$ cat config.mk
export PLATFORM = sky130hd
export DESIGN_NAME = string_hw_avalon_if
export DESIGN_NICKNAME = d
export VERILOG_FILES = /design/src/rtl/string_hw_avalon_if.sv
export SDC_FILE = /design/constraint.sdc
export NUM_CORES = 2
export LEC_CHECK = 0
export ABC_AREA = 0
export CORE_AREA = 2 2 338 340
export DETAILED_ROUTE_END_ITERATION = 6
export DIE_AREA = 0 0 340 342
export DONT_BUFFER_PORTS = 1
export PLACE_DENSITY = 0.43
export SYNTH_ARGS = -nofsm -noshare
export SYNTH_HDL_FRONTEND = slang
export SYNTH_SLANG_ARGS = --single-unit
$ cat constraint.sdc
create_clock -name clk -period 2.49 [get_ports clk]
set_input_delay 0.3735 -clock clk [delete_from_list [all_inputs] [get_ports clk]]
set_output_delay 0.3735 -clock clk [all_outputs]
set_load 0.02 [all_outputs]
$ cat src/rtl/string_hw_avalon_if.sv
// Avalon-MM register front end for the string accelerator.
// Holds operand strings, launches the engine and shadows its result.
module string_hw_avalon_if #(
  parameter int MAX_BLOCKS     = 8,
  parameter int ADDR_W         = 6,
  parameter int TIMEOUT_CYCLES = 1024
) (
  input  logic                    clk,
  input  logic                    reset,
  input  logic [ADDR_W-1:0]       avs_address,
  input  logic                    avs_write,
  input  logic [31:0]             avs_writedata,
  input  logic [3:0]              avs_byteenable,
  input  logic                    avs_read,
  output logic [31:0]             avs_readdata,
  output logic                    irq,
  output logic                    acc_go,
  output logic [3:0]              acc_index,
  output logic [7:0]              acc_length,
  output logic [MAX_BLOCKS*32-1:0] acc_A,
  output logic [MAX_BLOCKS*32-1:0] acc_B,
  input  logic                    acc_done,
  input  logic [MAX_BLOCKS*32-1:0] acc_result
);

  localparam int MB = MAX_BLOCKS;
  localparam int NC = 4 * MB;
  localparam int CW = $clog2(TIMEOUT_CYCLES + 1);

  localparam logic [1:0] S_IDLE   = 2'd0;
  localparam logic [1:0] S_LAUNCH = 2'd1;
  localparam logic [1:0] S_WAIT   = 2'd2;
  localparam logic [1:0] S_REL    = 2'd3;

  localparam logic [ADDR_W-1:0] AD_CTRL = ADDR_W'(3 * MB);
  localparam logic [ADDR_W-1:0] AD_STAT = ADDR_W'(3 * MB + 1);

  logic [31:0]   a_q [MB];
  logic [31:0]   a_d [MB];
  logic [31:0]   b_q [MB];
  logic [31:0]   b_d [MB];
  logic [31:0]   r_q [MB];
  logic [31:0]   r_d [MB];
  logic [31:0]   res_w [MB];
  logic [3:0]    idx_q, idx_d;
  logic [7:0]    len_q, len_d;
  logic          irqen_q, irqen_d;
  logic          busy_q, busy_d;
  logic          done_q, done_d;
  logic          err_q, err_d;
  logic [1:0]    st_q, st_d;
  logic [CW-1:0] cnt_q, cnt_d;
  logic          go_q, go_d;
  logic [31:0]   rd_q, rd_d;
  logic [31:0]   be_mask;
  logic          wr_ctrl, wr_stat;
  logic          start_w, set_err, set_done;
  logic          unused_wd;

  assign unused_wd = ^{avs_writedata[30:17], avs_writedata[15:12]};

  assign be_mask = {{8{avs_byteenable[3]}}, {8{avs_byteenable[2]}},
                    {8{avs_byteenable[1]}}, {8{avs_byteenable[0]}}};
  assign wr_ctrl = avs_write && (avs_address == AD_CTRL);
  assign wr_stat = avs_write && (avs_address == AD_STAT);

  // Char c lives in word c/4, lane c%4; the engine wants char 0 in the MSBs
  for (genvar k = 0; k < MB; k++) begin : g_w
    for (genvar j = 0; j < 4; j++) begin : g_b
      localparam int P = (NC - 1 - 4 * k - j) * 8;
      assign acc_A[P +: 8]        = a_q[k][8*j +: 8];
      assign acc_B[P +: 8]        = b_q[k][8*j +: 8];
      assign res_w[k][8*j +: 8]   = acc_result[P +: 8];
    end
  end

  always_comb begin
    a_d      = a_q;
    b_d      = b_q;
    r_d      = r_q;
    idx_d    = idx_q;
    len_d    = len_q;
    irqen_d  = irqen_q;
    busy_d   = busy_q;
    done_d   = done_q;
    err_d    = err_q;
    st_d     = st_q;
    cnt_d    = cnt_q;
    start_w  = 1'b0;
    set_err  = 1'b0;
    set_done = 1'b0;

    if (wr_stat && avs_byteenable[0]) begin
      if (avs_writedata[1]) done_d = 1'b0;
      if (avs_writedata[2]) err_d  = 1'b0;
    end

    for (int k = 0; k < MB; k++) begin
      if (avs_write && avs_address == ADDR_W'(k)) begin
        if (busy_q) set_err = 1'b1;
        else a_d[k] = (a_q[k] & ~be_mask) | (avs_writedata & be_mask);
      end
      if (avs_write && avs_address == ADDR_W'(MB + k)) begin
        if (busy_q) set_err = 1'b1;
        else b_d[k] = (b_q[k] & ~be_mask) | (avs_writedata & be_mask);
      end
    end

    if (wr_ctrl) begin
      if (busy_q) begin
        set_err = 1'b1;
      end else begin
        if (avs_byteenable[0]) begin
          idx_d      = avs_writedata[3:0];
          len_d[3:0] = avs_writedata[7:4];
        end
        if (avs_byteenable[1]) len_d[7:4] = avs_writedata[11:8];
        if (avs_byteenable[2]) irqen_d = avs_writedata[16];
        start_w = avs_byteenable[3] & avs_writedata[31];
      end
    end

    case (st_q)
      S_IDLE: begin
        if (start_w) begin
          if (idx_d > 4'd4) begin
            set_err = 1'b1;
          end else begin
            busy_d = 1'b1;
            st_d   = S_LAUNCH;
          end
        end
      end
      S_LAUNCH: begin
        cnt_d = '0;
        st_d  = S_WAIT;
      end
      S_WAIT: begin
        if (acc_done) begin
          r_d      = res_w;
          set_done = 1'b1;
          st_d     = S_REL;
        end else if (cnt_q == CW'(TIMEOUT_CYCLES - 1)) begin
          set_err = 1'b1;
          st_d    = S_REL;
        end else begin
          cnt_d = cnt_q + CW'(1);
        end
      end
      default: begin
        if (!acc_done) begin
          busy_d = 1'b0;
          st_d   = S_IDLE;
        end
      end
    endcase

    // Hardware sets override a same-cycle write-1-to-clear
    if (set_err)  err_d  = 1'b1;
    if (set_done) done_d = 1'b1;
  end

  assign go_d = (st_d == S_WAIT);

  always_comb begin
    rd_d = '0;
    if (avs_read) begin
      for (int k = 0; k < MB; k++) begin
        if (avs_address == ADDR_W'(k))          rd_d = a_q[k];
        if (avs_address == ADDR_W'(MB + k))     rd_d = b_q[k];
        if (avs_address == ADDR_W'(2 * MB + k)) rd_d = r_q[k];
      end
      if (avs_address == AD_CTRL)
        rd_d = {15'b0, irqen_q, 4'b0, len_q, idx_q};
      if (avs_address == AD_STAT)
        rd_d = {29'b0, err_q, done_q, busy_q};
    end
  end

  always_ff @(posedge clk) begin
    if (reset) begin
      for (int k = 0; k < MB; k++) begin
        a_q[k] <= '0;
        b_q[k] <= '0;
        r_q[k] <= '0;
      end
      idx_q   <= '0;
      len_q   <= '0;
      irqen_q <= 1'b0;
      busy_q  <= 1'b0;
      done_q  <= 1'b0;
      err_q   <= 1'b0;
      st_q    <= S_IDLE;
      cnt_q   <= '0;
      go_q    <= 1'b0;
      rd_q    <= '0;
    end else begin
      a_q     <= a_d;
      b_q     <= b_d;
      r_q     <= r_d;
      idx_q   <= idx_d;
      len_q   <= len_d;
      irqen_q <= irqen_d;
      busy_q  <= busy_d;
      done_q  <= done_d;
      err_q   <= err_d;
      st_q    <= st_d;
      cnt_q   <= cnt_d;
      go_q    <= go_d;
      rd_q    <= rd_d;
    end
  end

  assign avs_readdata = rd_q;
  assign acc_go       = go_q;
  assign acc_index    = idx_q;
  assign acc_length   = len_q;
  assign irq          = done_q & irqen_q;

endmodule

==> results_dict.tcl <==
set metrics [dict create \
    path_class "input pin to flip-flop" \
    async_flop_share_pct 0 \
    dp_cells 5984 \
    seq_area_frac_synth_pct 47.1 \
    failed_checks "slew limit, setup timing" \
    startpoint "reset" \
    ios 861 \
    synthCells 4565 \
    synth_area_sq_um 35300 \
    power_density_nw_per_um2 699 \
    hold_violations 0 \
    finish.utilization_pct 43.2 \
    drv_cap 0 \
    cts_sinks 830 \
    register_area_sq_um 16600 \
    numCtsBuffers 100 \
    clk-insertion-delay-late_ns 0.71 \
    cp_slowest_cell "a21oi_1" \
    outcome "finished, violations left" \
    setup.worst_path.start_class "input pin" \
    dieArea_sq_um 116000 \
    cts_tree "done" \
    ir_worst_vdd_uv 560 \
    worst_slack_ns -0.391 \
    arrival_ns 3.54 \
    endpoint_kind "flip-flop" \
    synth.top_cells.by_count "nand2_1 (1,422), dfxtp_1 (830), a21oi_1 (727)" \
    setup_viol 65 \
    antenna_left 0 \
    synthToLayoutAreaGrowth_pct 38.5 \
    synth-edff-count 0 \
    num_vias 38500 \
    r2r_slack_ns 0.02 \
    wl_microns 205000 \
    min-delay-start "reset" \
    dp_hpwl_microns 148000 \
    antenna_found_initial 30 \
    required_ns 3.15 \
    clk_pin_slew_ns 0.07 \
    row_count 124 \
    grt-ovfl-total 0 \
    ys.flop_type "dfxtp_1" \
    gp_congestion 0.951 \
    crit_buf_inv 1 \
    via_per_inst 5.60 \
    hold-worst-slack_ns 0.0280 \
    slowest_delay_ns 0.88 \
    post-route-period-util_pct 116 \
    yosysMostFrequentCell "nand2_1" \
    p_leak_nw 18.0 \
    first_iter_violations 4466 \
    netlist_top_cells_area "dfxtp_1 (47%), nand2_1 (15%), a21oi_1 (10%)" \
    holdCritPathClass "input pin to flip-flop" \
    nets 5575 \
    r2r_cells 7 \
    drc 0 \
    worstPathCellList "a21oi_1 -> dlygate4sd3_1" \
    fp.dieH_microns 342 \
    grt_pass1_wl_microns 283000 \
    ys_types 79 \
    io_buffers 0 \
    gr-usage-all-layers_pct 33.5 \
    fin_crit_ns 2.88 \
    cp_max_fo 719 \
    maxSlewViolCount 425 \
    start_util_pct 31.2 \
    drt_first_pass_iters 6 \
    netlist.area_leader.share_pct 47.1 \
    hold_depth 2 \
    root_buffer "clkbuf_16" \
    maxSlewHeadroom_pct -139 \
    multi_input_area_sq_um 17300 \
    fill_cells 11500 \
    clock-skew-final_ns 0.0242 \
    total_power_mw 34.2 \
    yosysWarnings 0 \
    ys_ff_latch 830 \
    critPathTopFamily "compound AO/OA/AOI/OAI gates" \
    avgSynthCellArea_sq_um 7.73 \
    die_w_microns 340 \
    synth_nets 4873 \
    r2r_start "busy_q" \
    core_sq_um 113000 \
    final_layout_size_suffix_gt1_share_pct 9.61 \
    grt_max_degree 793 \
    yosysTopAreaCell "dfxtp_1" \
    htreeDepth 3 \
    max_freq_mhz 347 \
    ctsLongestPathBuffers 3 \
    wl_per_cell_microns 29.8 \
    finalNonFillerCells 6872 \
    grt_pass1_vias 36400 \
    worst_pin_slew_ns 3.59 \
]
-- worst max path at each step --
stage	slack (ns)	to	cells past startpoint
floorplan	0.24	avs_readdata[2]	9
global placement	-0.14	avs_readdata[29]	7
detailed placement	-0.15	avs_readdata[31]	8
CTS	0.02	flip-flop	7
global route	-0.02	r_q[178]	8
finish	-0.39	r_q[249]	2
-- cells in the final DEF (no fill, tap or decap), types with 42 or more instances in the layout --
cell type,instances
and3_1,102
mux2i_1,86
o21ai_0,126
buf_12,42
dfxtp_1,830
a22oi_1,105
nand3_1,92
dlygate4sd3_1,689
o22ai_1,46
nand2_1,1419
a221oi_1,77
clkbuf_16,101
nor2_1,193
buf_4,233
a21oi_1,727
-- logic make-up after synthesis --
group | after synthesis | share of synthesized area (%)
multiplexers | 86 | 2.44
buffers and inverters | 376 | 4.45
flip-flops | 830 | 47.1
AND/OR/NAND/NOR | 2001 | 24.3
adder cells (fa/ha/maj) | 5 | 0.177
AO/OA/AOI/OAI | 1260 | 21.4
XOR/XNOR | 7 | 0.174
-- what timing repair did --
action	in CTS	in global routing
resized for setup	0	15
hold buffers	687	6
hold endpoints to repair	790	67
buffers inserted	0	0
setup endpoints to repair	0	207
-- metrics by stage --
| step | worst slack [ns] | cell area (sq um) | TNS [ns] |
|---|---|---|---|
| floorplan | 0.244 | 35300 | 0 |
| global placement | -0.141 | 38300 | -0.594 |
| finish | -0.391 | 48900 | -16.43 |
| global route | -0.0246 | 48900 | -0.0341 |
| detailed placement | -0.152 | 38300 | -0.940 |
| CTS | 0.0192 | 48700 | 0 |
-- power by group --
| part | switching, mW | internal [mW] | total [mW] |
|---|---|---|---|
| clock network | 6.43 | 9.28 | 15.7 |
| logic | 2.38 | 1.75 | 4.13 |
| registers | 0.493 | 13.8 | 14.3 |
| total | 9.30 | 24.9 | 34.2 |
-- per-layer routing --
| layer | GRT usage [%] | vias up | wire [microns] |
|---|---|---|---|
| met1 | 43.9 | 18800 | 84900 |
| met2 | 50.8 | 1977 | 88900 |
| met4 | 11.5 | 6 | 7090 |
| li1 | - | 17300 | - |
| met5 | 0 | - | 40 |
| met3 | 12.0 | 329 | 24200 |
-- cell type report --
| class | instances | area share [%] |
|---|---|---|
| Multi-Input combinational cell | 3359 | 35.3 |
| Sequential cell | 830 | 34.0 |
| Timing Repair Buffer | 969 | 19.6 |
| Clock buffer | 145 | 6.04 |
| Tap cell | 1512 | 3.87 |
| Clock inverter | 39 | 1.08 |
| Antenna cell | 11 | 0.0563 |
| Inverter | 7 | 0.0537 |
Note: power is estimated with default switching activity, not from simulation.
